## src/rtl/rs15_9_pkg.sv

```systemverilog
// Shared constants, GF(2^4) helpers and FSM state type for the RS(15,9) syndrome block.
package rs15_9_pkg;

    localparam int GF_W  = 4;
    localparam int RS_N  = 15;
    localparam int RS_K  = 9;
    localparam int RS_2T = 6;

    localparam logic [GF_W:0]   PRIM_POLY = 5'b10011;
    localparam logic [GF_W-1:0] ALPHA     = 4'b0010;

    localparam logic [GF_W-1:0] ALPHA_POW [0:RS_N-1] = '{
        4'h1, 4'h2, 4'h4, 4'h8, 4'h3, 4'h6, 4'hC, 4'hB,
        4'h5, 4'hA, 4'h7, 4'hE, 4'hF, 4'hD, 4'h9
    };

    typedef enum logic [0:0] {
        ST_ACCUM = 1'b0,
        ST_HOLD  = 1'b1
    } rs_state_e;

    // Multiply by x modulo the primitive polynomial.
    function automatic logic [GF_W-1:0] gf_xtime(input logic [GF_W-1:0] a);
        logic [GF_W-1:0] r;
        if (a[GF_W-1]) begin
            r = {a[GF_W-2:0], 1'b0} ^ PRIM_POLY[GF_W-1:0];
        end else begin
            r = {a[GF_W-2:0], 1'b0};
        end
        return r;
    endfunction

    // Shift-and-add product; with a constant c it folds into a small XOR network.
    function automatic logic [GF_W-1:0] gf_mul_const(input logic [GF_W-1:0] a,
                                                     input logic [GF_W-1:0] c);
        logic [GF_W-1:0] acc;
        logic [GF_W-1:0] sh;
        acc = 4'h0;
        sh  = a;
        for (int i = 0; i < GF_W; i++) begin
            if (c[i]) begin
                acc = acc ^ sh;
            end else begin
                acc = acc;
            end
            sh = gf_xtime(sh);
        end
        return acc;
    endfunction

endpackage

```

## src/rtl/rs15_9_syn_cell.sv

```systemverilog
// One Horner accumulator S_j <= S_j * alpha^POW ^ symbol.
module rs15_9_syn_cell
    import rs15_9_pkg::*;
#(
    parameter int POW = 1
) (
    input  logic            clk,
    input  logic            rst_n,
    input  logic            clr,
    input  logic            load,
    input  logic            first,
    input  logic [GF_W-1:0] sym_data,
    output logic [GF_W-1:0] syn_next,
    output logic [GF_W-1:0] syn
);

    localparam logic [GF_W-1:0] MULT = ALPHA_POW[POW % RS_N];

    logic [GF_W-1:0] syn_r;
    logic [GF_W-1:0] base_s;

    // Next accumulator value; the first symbol of a frame starts from zero.
    always_comb begin
        base_s = 4'h0;
        if (first) begin
            base_s = 4'h0;
        end else begin
            base_s = gf_mul_const(syn_r, MULT);
        end
        syn_next = base_s ^ sym_data;
    end

    // Accumulator register.
    always_ff @(posedge clk) begin
        if (!rst_n) begin
            syn_r <= 4'h0;
        end else if (clr) begin
            syn_r <= 4'h0;
        end else if (load) begin
            syn_r <= syn_next;
        end else begin
            syn_r <= syn_r;
        end
    end

    assign syn = syn_r;

endmodule

```

## src/rtl/rs15_9_syndrome.sv

```systemverilog
// RS(15,9) syndrome calculator: accumulates a 15-symbol frame, then holds S1..S6 until consumed.
module rs15_9_syndrome
    import rs15_9_pkg::*;
#(
    parameter int SYN_NUM = 6
) (
    input  logic                    clk,
    input  logic                    rst_n,
    input  logic                    sym_valid,
    output logic                    sym_ready,
    input  logic [GF_W-1:0]         sym_data,
    input  logic                    sym_last,
    output logic                    syn_valid,
    input  logic                    syn_ready,
    output logic [GF_W*RS_2T-1:0]   syndrome,
    output logic                    err_detect,
    output logic                    frame_err
);

    rs_state_e               state_r;
    logic [3:0]              cnt_r;
    logic                    err_detect_r;
    logic                    frame_err_r;
    logic                    sym_xfer_s;
    logic                    syn_xfer_s;
    logic                    cnt_end_s;
    logic                    frame_end_s;
    logic [GF_W*RS_2T-1:0]   syn_next_s;
    logic [GF_W*RS_2T-1:0]   syn_s;

    assign sym_xfer_s  = sym_valid && (state_r == ST_ACCUM);
    assign syn_xfer_s  = syn_ready && (state_r == ST_HOLD);
    assign cnt_end_s   = (cnt_r == 4'd14);
    assign frame_end_s = sym_xfer_s && (sym_last || cnt_end_s);

    genvar gi;
    generate
        for (gi = 0; gi < SYN_NUM; gi++) begin : g_cell
            rs15_9_syn_cell #(.POW(gi + 1)) u_cell (
                .clk      (clk),
                .rst_n    (rst_n),
                .clr      (syn_xfer_s),
                .load     (sym_xfer_s),
                .first    (cnt_r == 4'd0),
                .sym_data (sym_data),
                .syn_next (syn_next_s[gi*GF_W +: GF_W]),
                .syn      (syn_s[gi*GF_W +: GF_W])
            );
        end
    endgenerate

    // Frame FSM, symbol counter and the status flags that travel with the syndromes.
    always_ff @(posedge clk) begin
        if (!rst_n) begin
            state_r      <= ST_ACCUM;
            cnt_r        <= 4'd0;
            err_detect_r <= 1'b0;
            frame_err_r  <= 1'b0;
        end else begin
            case (state_r)
                ST_ACCUM: begin
                    if (frame_end_s) begin
                        state_r      <= ST_HOLD;
                        cnt_r        <= 4'd0;
                        err_detect_r <= |syn_next_s;
                        frame_err_r  <= (sym_last && !cnt_end_s) || (!sym_last && cnt_end_s);
                    end else if (sym_xfer_s) begin
                        cnt_r <= cnt_r + 4'd1;
                    end else begin
                        cnt_r <= cnt_r;
                    end
                end
                ST_HOLD: begin
                    if (syn_xfer_s) begin
                        state_r      <= ST_ACCUM;
                        err_detect_r <= 1'b0;
                        frame_err_r  <= 1'b0;
                    end else begin
                        state_r <= ST_HOLD;
                    end
                end
                default: begin
                    state_r      <= ST_ACCUM;
                    cnt_r        <= 4'd0;
                    err_detect_r <= 1'b0;
                    frame_err_r  <= 1'b0;
                end
            endcase
        end
    end

    assign sym_ready  = (state_r == ST_ACCUM);
    assign syn_valid  = (state_r == ST_HOLD);
    assign syndrome   = syn_s;
    assign err_detect = err_detect_r;
    assign frame_err  = frame_err_r;

endmodule

```

## config.mk

```make
export PLATFORM = sky130hd
export DESIGN_NAME = rs15_9_syndrome
export DESIGN_NICKNAME = d
export VERILOG_FILES = /design/src/rtl/rs15_9_pkg.sv /design/src/rtl/rs15_9_syn_cell.sv /design/src/rtl/rs15_9_syndrome.sv
export SDC_FILE = /design/constraint.sdc
export NUM_CORES = 1
export LEC_CHECK = 0
export ABC_AREA = 0
export CAP_MARGIN = 20
export CORE_ASPECT_RATIO = 0.7
export CORE_UTILIZATION = 24
export CTS_BUF_LIST = sky130_fd_sc_hd__clkbuf_16
export DETAILED_ROUTE_END_ITERATION = 8
export PLACE_DENSITY = 0.54
export SKIP_LAST_GASP = 1
export SLEW_MARGIN = 25
export SYNTH_ARGS = -nofsm -noshare
export SYNTH_HDL_FRONTEND = slang
export SYNTH_HIERARCHICAL = 1
export SYNTH_SLANG_ARGS = --single-unit
```

## constraint.sdc

```tcl
create_clock -name clk -period 4.1 [get_ports clk]
set_input_delay 1.23 -clock clk [delete_from_list [all_inputs] [get_ports clk]]
set_output_delay 1.23 -clock clk [all_outputs]
set_load 0.005 [all_outputs]
```

## Word-level counts from Yosys, hierarchy flattened

Cells that the tools add are included.

- Equal/unequal tests: 3
- Add/sub/neg operators: 1
- Reductions and logical operators: 15
- Muxes and demuxes: 44
- Bitwise logic cells: 28

Operators by type and width:

| operator | count |
|---|---|
| $mux W4 | 24 |
| $xor A4 B4 Y4 | 14 |
| $mux W2 | 12 |
| $not A2 Y2 | 12 |
| $reduce_or A24 Y1 | 1 |
| $pmux W1 S2 | 3 |
| $logic_and A1 B1 Y1 | 5 |
| $mux W1 | 5 |
| $add A4 B1 Y4 const B | 1 |
| $eq A4 B4 Y1 const B | 1 |
| $logic_not A4 Y1 | 1 |
| $ne A2 B1 Y1 const B | 2 |
| $reduce_and A2 Y1 | 2 |
| $logic_not A1 Y1 | 2 |
| $logic_or A1 B1 Y1 | 2 |
| $not A1 Y1 | 2 |
| $reduce_bool A2 Y1 | 1 |
| $reduce_or A2 Y1 | 1 |

- Bits of input ports: 9
- Register bits: 31
- Output and inout bits: 28
- Word-level logic and storage cells: 101

## Depth between registers and ports, before layout

Gate-level depths: netlist of the first run.

- Depth in word-level cells: 15
- Mapped depth: 9
- Mapped depth without buffers: 8

## By module

Netlist of the first run, hierarchy kept.

By module, submodules not included:

| module | seq. area each (µm²) | cells an instance | instances | area an instance (µm²) |
|---|---|---|---|---|
| rs15_9_syn_cell at g_cell[3].u_cell ... | 80.1 | 29 | 3 | 240.2 |
| rs15_9_syndrome | 140.1 | 51 | 1 | 442.9 |
| rs15_9_syn_cell at g_cell[2].u_cell | 80.1 | 48 | 1 | 402.9 |
| rs15_9_syn_cell at g_cell[0].u_cell | 80.1 | 24 | 1 | 222.7 |
| rs15_9_syn_cell at g_cell[1].u_cell | 80.1 | 26 | 1 | 222.7 |

## Worst setup path before layout of the first run

Ideal clock, no wire load.

- Path type: register to register
- Start: register cnt_r[0]
- End: register err_detect_r, in the netlist err_detect
- Cell stages (with the launch flop): 10
- Setup time: 0.142 ns
- Arrival: 3.132 ns
- Path buffers: 1
- Required time: 3.958 ns
- Path slack: 0.826 ns
- Clock period less this slack: 3.274 ns
- Cells stage by stage: dfxtp_1 -> inv_1 -> ha_1 -> nor3b_1 -> buf_6 -> nor2_1 -> xor2_1 -> nor4_1 -> and4_1 -> a41oi_1

- Word-level cells in the longest chain between the ends: 6
- Elaborated cells between the ends (all ways): 21
- Those cells by class: eq/ne (2); mux (8); bitwise (6); reduce/logical (5)

RTL lines:

| element | line | source |
|---|---|---|
| start: declaration | rs15_9_syndrome.sv:21 | `logic [3:0] cnt_r;` |
| start signal: assignment | rs15_9_syndrome.sv:68 | `cnt_r <= cnt_r + 4'd1;` |
| start signal: assignment | rs15_9_syndrome.sv:70 | `cnt_r <= cnt_r;` |
| $logic_not A4 Y1 | rs15_9_syndrome.sv:44 | `.first (cnt_r == 4'd0),` |
| $mux W4 | rs15_9_syn_cell.sv:25 | `if (first) begin` |
| $xor A4 B4 Y4 | rs15_9_syn_cell.sv:30 | `syn_next = base_s ^ sym_data;` |
| net syn_next_s[9] | rs15_9_syndrome.sv:28 | `logic [GF_W*RS_2T-1:0] syn_next_s;` |
| $reduce_or A24 Y1 | rs15_9_syndrome.sv:65 | `err_detect_r <= \|syn_next_s;` |
| $mux W1 | rs15_9_syndrome.sv:62 | `if (frame_end_s) begin` |
| $pmux W1 S2 | rs15_9_syndrome.sv:60 | `case (state_r)` |
| end signal: assignment | rs15_9_syndrome.sv:65 |  |
| end: declaration | rs15_9_syndrome.sv:22 | `logic err_detect_r;` |

The timed path passes the listed nets, and every way through them passes these cells. The select of a mux whose other input is x is not followed.
A chain may end at the register's enable or synchronous reset.

## Worst setup path after layout of the first run

- Start: input port sym_data[2]
- End: register err_detect_r, in the netlist err_detect

- Word-level cells in the longest chain between the ends: 4
- Elaborated cells between the ends (all ways): 9
- Those cells by class: mux (2); bitwise (6); reduce/logical (1)

RTL lines:

| element | line | source |
|---|---|---|
| start: declaration | rs15_9_syndrome.sv:11 | `input logic [GF_W-1:0] sym_data,` |
| $xor A4 B4 Y4 | rs15_9_syn_cell.sv:30 |  |
| net syn_next_s[6] | rs15_9_syndrome.sv:28 |  |
| $reduce_or A24 Y1 | rs15_9_syndrome.sv:65 |  |
| $mux W1 | rs15_9_syndrome.sv:62 |  |
| $pmux W1 S2 | rs15_9_syndrome.sv:60 |  |

The timed path passes the listed nets, and every way through them passes these cells. The select of a mux whose other input is x is not followed.

==> metrics.csv, run 1 <==
metric;value;unit
status;finished, violations left;
violated checks;design-rule violations;
# placed instances;372;
Yosys cell types;41;
Mean Syn Cell Area;8.525;um^2
Clock Skews;0.005459;ns
initial antenna violation count;0;
Final Non-Filler Cells;380;
area grow syn2layout;32.09;%
Bufs on Longest Clock Path;2;
Lkg Pwr;0.9455;nW
Remaining DRCs;3;
Max FO, Critical Path;15;
post_cts resized;0;
WP buf/inv;1;
setup TNS;0;ns
final slew viol count;0;
Pre-Repair DR Iteration Count;6;
total power;0.9986;mW
hold buffers post-CTS;0;
Final period util;69.94;%
slowest stage delay, CP;0.85;ns
top-count cell post-synth;dfxtp_1;
synthesized flop and latch total;31;
CP top delay family;buffers and inverters;
Worst EP arrival;3.00;ns
vias in the first global route;1775;
Max Cap Violations;0;
Main synth FF type;dfxtp_1;
Slew HR;55.91;%
TritonCTS buffer count;5;
routed len/inst;14.48;um
H-tree Lvls;2;
final antenna-violating net count;0;
Worst-path clk slew;0.06;ns
post-route minimum period;2.867;ns
core box area;8006;um^2
GRT overflow;0;
ANT cells;0;
largest net degree at the start of global routing;49;
Final GP Congestion;0.7564;
global-route wire length before repair;9004;um
WP data required;4.24;ns
RSZ-0062 raised after global routing;no;
post-synthesis instance total;236;
CP Launch Type;input port;
Worst setup EP type;flip-flop;
Critical-path top delay cell;clkdlybuf4s50_1;
HPWL after detailed placement;3850;um
clock sink count;31;
DR vias/cell;5.021;
Hold Crit Class;flip-flop to flip-flop;
Die H;78.61;um
Slew @ Worst Pin;0.6593;ns
Root Buffer Master;clkbuf_16;
EDFF count, synth;0;
Vias;1908;
Setup-failing EPs final;0;
die area;8759;um^2
Async SR Flop Fraction;0;%
port buffer count;36;
mapped cell area;2012;um^2
Detailed Route WL;5502;um
sequential-to-total area share from yosys stat;30.85;%
CTS tree;built;
Synth warnings;6;
post-CTS setup buffers;0;
most frequent cells after synthesis;31 x dfxtp_1, 30 x o21ai_0, 21 x a31oi_1, 21 x nand2_1, 21 x xnor2_1;
total track usage;13.24;%
nets@finish;291;
num ports;37;
worst skew pair latency;0.28;ns
area share of the largest cell type after synthesis;30.85;%
layout cells sized above 1;7.527;%
DRT iter0 DRCs;106;
Final Hold Fails;0;
row cnt;27;
synth top area cells;dfxtp_1 31%, xnor2_1 9.1%, o21ai_0 7.5%, a31oi_1 6.5%, or3_1 4.7%;
Chip Width;111.4;um
Pwr per Cell Area;375.8;nW/um^2
critical-path cell list;clkdlybuf4s50_1 -> or3_1 -> nand2_1 -> nor4_1 -> and4_1 -> a41oi_1;
Setup CP Type;input port to flip-flop;
Peak VDD IR;164.4;uV
utilization after layout;33.19;%
max frequency;348.7;MHz
Starting Density;25.13;%
Post-Synthesis Net Count;249;
Yosys top cell by area;dfxtp_1;
==> placed cells by master, fill, tap and decap left out, drive strengths merged, types with 4 or more instances in the layout <==
cell	count
or2	6
nand2	21
nor4	6
clkdlybuf4s50	36
clkbuf	5
dfxtp	31
ha	4
o2111a	4
inv	10
nor2	4
a21boi	4
and2	5
nand2b	8
xnor2	21
or3	15
nor4b	4
nor2b	4
o21ai	32
a31oi	21
==> area by class of cell <==
type / count / area [um^2]
timing repair buffer: 39 / 382.9
clock inverter: 3 / 38.79
sequential: 31 / 620.6
inverter: 10 / 37.54
multi-input combinational: 191 / 1326
clock buffer: 5 / 125.1
fill: 834 / 5349
tap: 101 / 126.4
==> final timing paths <==
| path | from | end | slack, ns | depth (start not counted) |
|---|---|---|---|---|
| max reg2reg | cnt_r[0] | err_detect | 1.88 | 9 |
| max | sym_data[2] | err_detect | 1.23 | 6 |
| min | cnt_r[1] | cnt_r[1] | 0.52 | 2 |
| min reg2reg | cnt_r[1] | cnt_r[1] | 0.52 | 2 |
==> flip-flops by register name, indices dropped and copies added (netlist names) <==
signal	count
syn_valid	1
frame_err	1
g_cell.u_cell/syn	24
err_detect	1
cnt_r	4
==> power breakdown <==
part | internal, mW | switching (mW) | total, mW
Clock | 0.283 | 0.137 | 0.421
Sequential | 0.326 | 0.0347 | 0.360
Combinational | 0.118 | 0.0997 | 0.218
==> per-layer routing <==
metal / up-vias / share of wire, % / GRT usage (%)
li1: 955 / - / -
met1: 907 / 53 / 18.41
met2: 39 / 41 / 19.94
met3: 7 / 4.8 / 3.707
met4: 0 / 0.91 / 3.378
met5: - / 0 / 0
==> worst register-to-register path, delay by kind of cell, from the launching register on <==
kind	cells	cell delay, ns
DFF	1	0.35
adders and majority gates	1	0.20
buffers and inverters	2	0.35
xor gates and xnor gates	1	0.15
AOI/OAI and AO/OA	1	0.10
and+or+nand+nor	4	0.94
==> through the flow <==
stage	setup slack (ns)	hold slack [ns]	instance area, um^2
floorplan	0.8257	0.4699	2012
global placement	0.9437	0.5016	2494
detailed placement	0.9224	0.5162	2494
CTS	1.226	0.5241	2658
global route	1.062	0.5582	2658
finish	1.233	0.5203	2658
==> cell families after synthesis <==
kind of cell,count (synthesis),synth area share [%]
mux,1,0.4975
compound gates,71,22.08
xor+xnor,27,13.81
buf+inv,14,3.483
flops,31,30.85
fa+ha+maj,4,2.488
simple gates,88,26.80
No activity file was read; power rests on OpenSTA's default activity.
==> run 2, diff against run 1 <==
--- a/config.mk
+++ b/config.mk
@@ -11,7 +11,7 @@
 export CORE_UTILIZATION = 24
 export CTS_BUF_LIST = sky130_fd_sc_hd__clkbuf_16
 export DETAILED_ROUTE_END_ITERATION = 8
-export PLACE_DENSITY = 0.54
+export PLACE_DENSITY = 0.55
 export SKIP_LAST_GASP = 1
 export SLEW_MARGIN = 25
 export SYNTH_ARGS = -nofsm -noshare
==> constraint.sdc (replaced) <==
create_clock -name clk -period 2.6 [get_ports clk]
set_input_delay 0.78 -clock clk [delete_from_list [all_inputs] [get_ports clk]]
set_output_delay 0.78 -clock clk [all_outputs]
set_load 0.005 [all_outputs]
==> run 2 against run 1 <==
  * The run still ends with design-rule violations left
  * Clock-buffer cell count is the same
  * Clock skew increased by 0.0014 ns
  * Die area stayed put
  * Non-clock buffer count grew 15
  * Cell area is 4.1% higher
  * Hold slack improved by 0.0062 ns
  * Sequential cell count unchanged
  * Critical path depth is 1 higher
  * Sequential share of layout area shrank 0.92 points
  * Critical path type unchanged
  * Largest cell class unchanged
==> metrics.csv, run 2 (synthesis gave the netlist of run 1 again) <==
metric;value;unit
status;finished, violations left;
violated checks;design-rule violations;
R2R Path End;err_detect;
WP buf/inv;2;
worst skew pair latency;0.28;ns
Worst-path clk slew;0.06;ns
CP Launch Type;input port;
Detailed Route WL;5851;um
placed instance area;2597;um^2
Vias;1963;
Hold Crit Class;flip-flop to flip-flop;
row cnt;27;
Final GP Congestion;0.8284;
Clock Skews;0.006852;ns
hold path start;cnt_r[1];
Hold Path End;cnt_r[1];
area grow syn2layout;37.50;%
TritonCTS buffer count;5;
Slew HR;55.29;%
max frequency;432.4;MHz
Setup-failing EPs final;0;
Starting Density;25.13;%
final antenna-violating net count;0;
num ports;37;
Worst EP arrival;2.46;ns
port buffer count;36;
Final Hold Fails;0;
post-route minimum period;2.313;ns
critical-path cell list;clkdlybuf4s50_1 -> buf_4 -> o21ai_0 -> nand2_1 -> nor4_1 -> and4_1 -> a41oi_1;
layout cells sized above 1;12.54;%
commonest cells after routing, fill and taps aside;36 x clkdlybuf4s50_1, 31 x dfxtp_1, 30 x o21ai_0;
slowest stage delay, CP;0.61;ns
routed len/inst;14.78;um
Max FO, Critical Path;10;
post_cts resized;0;
Pre-Repair DR Iteration Count;8;
final slew viol count;0;
Chip Width;111.4;um
max reg flops;24;
commonest non-fill, non-tap cell in the layout;clkdlybuf4s50_1;
DRT iter0 DRCs;131;
worst reg2reg path depth;10;
Final period util;88.96;%
Pwr per Cell Area;545.3;nW/um^2
core box area;8006;um^2
total power;1.508;mW
R2R setup slack;0.31;ns
clock sink count;31;
vias in the first global route;1891;
fillers;833;
WL met2;2377;um
CTS tree;built;
Setup CP Type;input port to flip-flop;
Detail Route met3 WL;326;um
H-tree Lvls;2;
Remaining DRCs;6;
Lkg Pwr;1.014;nW
nets@finish;307;
DR vias/cell;4.957;
die area;8759;um^2
Bufs on Longest Clock Path;2;
Die H;78.61;um
GRT overflow;0;
total track usage;14.79;%
Worst setup EP type;flip-flop;
global-route wire length before repair;9963;um
HPWL after detailed placement;4171;um
RSZ-0062 raised after global routing;no;
CP top delay family;buffers and inverters;
Root Buffer Master;clkbuf_16;
hold-critical path depth;2;
largest net degree at the start of global routing;25;
highest metal used;met4;
WP data required;2.74;ns
initial antenna violation count;0;
Peak VDD IR;220.9;uV
r2r startpoint;cnt_r[0];
hold buffers post-CTS;0;
Slew @ Worst Pin;0.6678;ns
ANT cells;0;
Metal-1 WL;3075;um
Critical-path top delay cell;clkdlybuf4s50_1;
Critical path origin;sym_data[1];
Max Cap Violations;0;
fin area;2766;um^2
Final Non-Filler Cells;396;
# placed instances;385;
## run 2: repair_timing
item	4_1_cts	5_1_grt
hold endpoints to repair	0	0
setup endpoints to repair	1	1
cloned	1	0
setup buffers	0	2
## run 2: through the flow
step | setup slack [ns] | TNS [ns] | utilization, % | hold WS (ns)
2_1_floorplan | 0.1002 | 0 | - | 0.4758
3_3_place_gp | 0.02820 | 0 | 32.44 | 0.4991
3_5_place_dp | -0.01791 | -0.01791 | 32.44 | 0.5241
4_1_cts | 0.1689 | 0 | 34.36 | 0.5327
5_1_grt | 0.04567 | 0 | 34.55 | 0.5742
6_report | 0.2871 | 0 | 34.55 | 0.5265
## run 2: where the power goes
part / switching, mW / internal (mW) / total [mW] / leakage [nW]
clock: 0.220 / 0.349 / 0.569 / 0.0710
sequential: 0.0563 / 0.514 / 0.570 / 0.256
combinational: 0.164 / 0.205 / 0.369 / 0.687
total: 0.440 / 1.07 / 1.51 / 1.01
## run 2: routing by layer
metal  vias to the layer above  track usage [%]
met5                         -                0
met4                         0            4.865
met3                         8            4.479
met2                        45            21.00
met1                       920            20.96
li1                        990                -
## run 2: worst register-to-register path, delay by kind of cell, from the launching register on
kind | cells | cell delay [ns]
AND/OR/NAND/NOR | 4 | 0.89
adder cells (fa/ha/maj) | 1 | 0.22
flip-flops | 1 | 0.35
AO/OA/AOI/OAI | 1 | 0.11
buffers and inverters | 3 | 0.41
XOR/XNOR | 1 | 0.16
## run 2: worst max path at each step
stage	to	slack (ns)	depth (start not counted)
2_1_floorplan	err_detect	0.10	9
3_3_place_gp	err_detect	0.03	9
3_5_place_dp	err_detect	-0.02	6
4_1_cts	err_detect	0.17	9
5_1_grt	err_detect	0.05	10
6_report	err_detect	0.29	7
## run 2: cell type report
class                           count  area, um^2  share of cell area [%]
Multi-Input combinational cell    192        1345                   48.62
Sequential cell                    31       620.6                   22.43
Timing Repair Buffer               54       495.5                   17.91
Tap cell                          101       126.4                   4.568
Clock buffer                        5       125.1                   4.523
Inverter                           10       37.54                   1.357
Clock inverter                      3       16.27                  0.5880
